### config.mk
export PLATFORM = sky130hd
export DESIGN_NAME = spwtcr_tx_scheduler
export DESIGN_NICKNAME = d
export VERILOG_FILES = /design/src/rtl/spwtcr_tx_scheduler.sv
export SDC_FILE = /design/constraint.sdc
export NUM_CORES = 1
export LEC_CHECK = 0
export ABC_AREA = 1
export CAP_MARGIN = 20
export CORE_MARGIN = 4
export CORE_UTILIZATION = 40
export CTS_CLUSTER_DIAMETER = 80
export CTS_CLUSTER_SIZE = 12
export DETAILED_ROUTE_END_ITERATION = 8
export GPL_TIMING_DRIVEN = 1
export PLACE_DENSITY = 0.73
export REMOVE_ABC_BUFFERS = 1
export SKIP_CTS_REPAIR_TIMING = 1
export SYNTH_ARGS = -nofsm -noshare
export SYNTH_HDL_FRONTEND = slang
export SYNTH_SLANG_ARGS = --single-unit
### constraint.sdc
create_clock -name CLOCK -period 1.5 [get_ports CLOCK]
set_input_delay 0.3 -clock CLOCK [delete_from_list [all_inputs] [get_ports CLOCK]]
set_output_delay 0.3 -clock CLOCK [all_outputs]
set_load 0.02 [all_outputs]
### src/rtl/spwtcr_tx_scheduler.sv
// SpaceWire TX character scheduler: picks TIME / FCT / N-char / NULL for the encoder
// and owns the TX credit counter fed by received FCTs.
//  state | meaning
//  IDLE  | no character presented; selects the next one whenever txMode != OFF
//  BUSY  | charReq held with stable charType/charData until charAck
module spwtcr_tx_scheduler #(
    parameter int CREDIT_MAX = 56,
    parameter int FCT_STEP   = 8
) (
    input  logic       CLOCK,
    input  logic       RESET,
    input  logic [1:0] txMode,
    input  logic       gotFCT,
    input  logic       sendFctReq,
    output logic       sendFctAck,
    input  logic       tickIn,
    input  logic [7:0] timeIn,
    input  logic       txDataValid,
    input  logic [8:0] txData,
    output logic       txDataRead,
    output logic       charReq,
    output logic [1:0] charType,
    output logic [8:0] charData,
    input  logic       charAck,
    output logic [6:0] txCredit,
    output logic       creditErr
);
    localparam logic [1:0] MODE_OFF = 2'b00;
    localparam logic [1:0] MODE_RUN = 2'b11;

    localparam logic [1:0] CT_NULL  = 2'b00;
    localparam logic [1:0] CT_FCT   = 2'b01;
    localparam logic [1:0] CT_TIME  = 2'b10;
    localparam logic [1:0] CT_NCHAR = 2'b11;

    localparam logic [7:0] CREDIT_LIMIT = 8'(CREDIT_MAX);
    localparam logic [7:0] CREDIT_INC   = 8'(FCT_STEP);

    typedef enum logic {IDLE, BUSY} stateType;

    stateType   state, nextState;
    logic       doSelect;
    logic [1:0] selType;
    logic [8:0] selData;
    logic       tickPend;
    logic [7:0] timeReg;
    logic       fctBlock;
    logic [7:0] creditSum;
    logic       creditOvf;
    logic [6:0] creditNext;

    always_ff @(posedge CLOCK or posedge RESET) begin
        if (RESET) state <= IDLE;
        else       state <= nextState;
    end

    always_comb begin
        nextState  = state;
        doSelect   = 1'b0;
        selType    = CT_NULL;
        txDataRead = 1'b0;
        sendFctAck = 1'b0;
        if (txMode == MODE_OFF) begin
            nextState = IDLE;
        end else begin
            case (state)
                IDLE: begin
                    doSelect  = 1'b1;
                    nextState = BUSY;
                    if (txMode == MODE_RUN && tickPend)
                        selType = CT_TIME;
                    else if (txMode[1] && sendFctReq && !fctBlock)
                        selType = CT_FCT;
                    else if (txMode == MODE_RUN && txDataValid && txCredit != '0) begin
                        selType    = CT_NCHAR;
                        txDataRead = 1'b1;
                    end
                end
                BUSY: begin
                    if (charAck) begin
                        nextState  = IDLE;
                        sendFctAck = (charType == CT_FCT);
                    end
                end
                default: nextState = IDLE;
            endcase
        end
    end

    always_comb begin
        selData = '0;
        if (selType == CT_NCHAR)     selData = txData;
        else if (selType == CT_TIME) selData = {1'b0, timeReg};
    end

    // An overflowing FCT leaves credit untouched, but a simultaneous N-char still consumes one.
    always_comb begin
        creditSum  = {1'b0, txCredit} + CREDIT_INC;
        creditOvf  = gotFCT && (creditSum > CREDIT_LIMIT);
        creditNext = txCredit;
        if (gotFCT && !creditOvf) creditNext = creditSum[6:0];
        if (txDataRead)           creditNext = creditNext - 7'd1;
    end

    assign charReq = (state == BUSY);

    always_ff @(posedge CLOCK or posedge RESET) begin
        if (RESET) begin
            charType  <= CT_NULL;
            charData  <= '0;
            txCredit  <= '0;
            creditErr <= 1'b0;
            tickPend  <= 1'b0;
            timeReg   <= '0;
            fctBlock  <= 1'b0;
        end else begin
            fctBlock <= sendFctAck;
            if (doSelect) begin
                charType <= selType;
                charData <= selData;
            end
            if (txMode == MODE_OFF) begin
                txCredit  <= '0;
                creditErr <= 1'b0;
                tickPend  <= 1'b0;
            end else begin
                txCredit <= creditNext;
                if (creditOvf) creditErr <= 1'b1;
                // A tick arriving as the previous time-code issues stays pending.
                if (tickIn && txMode == MODE_RUN) begin
                    tickPend <= 1'b1;
                    timeReg  <= timeIn;
                end else if (doSelect && selType == CT_TIME) begin
                    tickPend <= 1'b0;
                end
            end
        end
    end
endmodule

==> results.toml <==
[status]
status = "complete, but fails checks"
violations = "negative setup slack"

[yosys]
synth_top_area_share = 0.490
yosys_warnings = 0
syn_inst = 183
synthTopCellsByArea = "dfrtp_1 (49%), nand2_1 (13%), mux2_2 (5.9%)"
synth_commonest_cells = "nand2_1 (52), dfrtp_1 (30), inv_1 (22)"
synthFlopType = "dfrtp_1"
ys_types = 26
ys_seq_area_frac = 0.490
ys_async_sr_fraction = 1.00
avgSynthCellArea_sq_um = 8.38
synth_top_area_cell = "dfrtp_1"
syn_area_sq_mm = 0.00153
ys_ff_latch = 30
synth_edf_count = 0
synth.most_common_cell = "nand2_1"

[drt]
top_layer_used = "met4"
drc = 0
drt_iter0_markers = 59
drt-met1-wl_mm = 1.80
postRouteAntennaNets = 0
routedWlPerCell_um = 14.0
wl_mm = 4.58
wl_met3_um = 315
first_pass_iters = 4
vias = 1608
vias_per_cell = 4.93
met2_length_mm = 2.36

[critical_path]
crit_fanout = 8
rr_worst_depth = 15
path_depth = 15
cp-end-kind = "flip-flop"
r2r_end = "txCredit[5]$_DFF_PP0_"
required_ps = 1710
crit_buf_inv = 4
cp_slowest_cell = "dfrtp_1"
r2r_start = "txCredit[1]$_DFFE_PP0P_"
slowest_delay_ps = 390
critPathKind = "reg2reg"
worst_setup_path_start_kind = "flip-flop"
crit_chain = "inv_2 > ha_4 > inv_4 > nor2_4 > buf_6 > nor2_2 > nand2_2 > nand4_4 > nand2_2 > inv_2 > nor2_4 > nand3_2 > nand2_1 > nand2_1 > nor2_1"
critPathTopFamily = "simple AND/OR/NAND/NOR gates"
arrival_ps = 2060
r2r_slack_ps = -350

[global_route]
grt_pass1_wl_mm = 6.54
grt_max_degree = 31
grt_pass1_vias = 1533
antenna_found_initial = 0
grt_overflow = 0
gr-usage-all-layers = 0.170

[floorplanning]
io_pins = 48
core_sq_mm = 0.00369
dieArea_sq_mm = 0.00489
start_util = 0.416
die_y_um = 69.9
die_w_um = 69.9
num_rows = 22

[timing]
slew_violations = 0
hold_slack_ps = 255
setup_viol = 16
worst_slack_ps = -347
slew_headroom = 0.735
worst_pin_slew_ps = 397
fin_skew_ps = 16.1
hold_viol = 0
rsz0062_at_grt = "true"
finalSetupTns_ps = -2690
period_needed_ps = 1850
fmax_mhz = 541
fin_crit_sh = 1.23

[hold_path]
holdPathStages = 2
hold_path.class = "in2reg"
hp-start = "charAck"
whs_endpoint = "charReq$_DFF_PP0_"

[layout]
ff_latch_area_sq_um = 753
num_antenna_cells = 0
multiInputGateArea_sq_um = 777
fillers = 299
drive_above_1_share = 0.338
num-nets-final = 306
fin_cells = 326
design_area_sq_mm = 0.00264
areaGrowthSynthToFinish_pct = 72.0

[power]
powerDensity_mw_per_mm2 = 1110
p_leak_nw = 1.58
ir_worst_vdd_uv = 679

[clock_network]
insertion_delay_ps = 300
clk_pin_slew_worst_paths_ps = 70
clock_sinks = 30
cts_buffers = 5
htree_num_levels = 2
cts_max_path_buffers = 2
cts_tree = "done"
clockRootBuffer = "clkbuf_8"

[placed_design]
place_inst = 311
numPortBuffers = 47
dpl_cell_area_sq_mm = 0.00234
hpwlAfterDp_mm = 2.97
place_ws_ps = -725
place_congestion = 0.801

[run]
cap_violations = 0
[through the flow]
step	total power, mW	utilization
after CTS	2.77	0.655
final	2.93	0.715
after global routing	3.10	0.715
after detailed placement	2.14	0.634
after floorplan	1.56	-
after global placement	2.12	0.634
[kinds of logic (layout without fill, tap and decap cells)]
family / count (synthesis) / after routing / share of synthesized area
DFF: 30 / 30 / 0.490
buffers and inverters: 24 / 119 / 0.0596
muxes: 8 / 8 / 0.0588
and+or+nand+nor: 101 / 101 / 0.306
AOI/OAI and AO/OA: 18 / 18 / 0.0694
adders and majority gates: 2 / 2 / 0.0163
[layer usage]
metal | GRT usage | vias to the layer above
met2 | 0.281 | 69
met5 | 0 | -
met3 | 0.0633 | 9
li1 | - | 780
met4 | 0.0681 | 0
met1 | 0.197 | 750
[power breakdown]
group          switching (mW)  internal [mW]  leakage, nW
Clock                   0.312          0.311       0.0438
Combinational           0.628          0.651         1.15
Sequential             0.0889          0.934        0.385
[registers in the layout, indices dropped and copies added, names as in the netlist]
name       count
charReq        1
creditErr      1
fctBlock       1
charType       2
tickPend       1
timeReg        8
txCredit       7
charData       9
[cells in the final DEF (no fill, tap or decap), types with 3 or more instances in the layout]
master,Yosys,routed
nand2_1,52,48
o21ai_1,2,3
inv_2,0,4
nor2_1,20,15
clkdlybuf4s50_1,0,22
nor2_2,5,5
nor2_4,2,7
inv_1,22,17
clkbuf_8,0,5
nand3_1,12,11
mux2_2,8,8
a21oi_1,6,5
buf_4,0,39
o21ai_0,4,3
nand3_2,2,3
dlymetal6s2s_1,0,23
dfrtp_1,30,28
nand2_2,3,7
[worst max path at each step]
stage	to	start
finish	txCredit[5]$_DFF_PP0_	txCredit[1]$_DFFE_PP0P_
CTS	txDataRead	txCredit[0]$_DFFE_PP0P_
global placement	txDataRead	txMode[1]
detailed placement	txDataRead	txMode[1]
global route	txCredit[5]$_DFF_PP0_	txCredit[1]$_DFFE_PP0P_
floorplan	txCredit[5]$_DFF_PP0_	txCredit[0]$_DFFE_PP0P_
[worst reg2reg max path: cells and delay by family (launching register included)]
family / cells / cell delay (ps)
fa+ha+maj: 1 / 160
buf+inv: 4 / 280
flops: 1 / 390
simple gates: 10 / 950
[area by class of cell]
type | instances | share of cell area
clock inverters | 2 | 0.00380
well taps | 48 | 0.0228
repair buffers | 89 | 0.333
flip-flops and latches | 30 | 0.286
multi-input cells | 129 | 0.295
clock buffers | 5 | 0.0261
inverters | 23 | 0.0337
(Power assumes the default switching activity.)
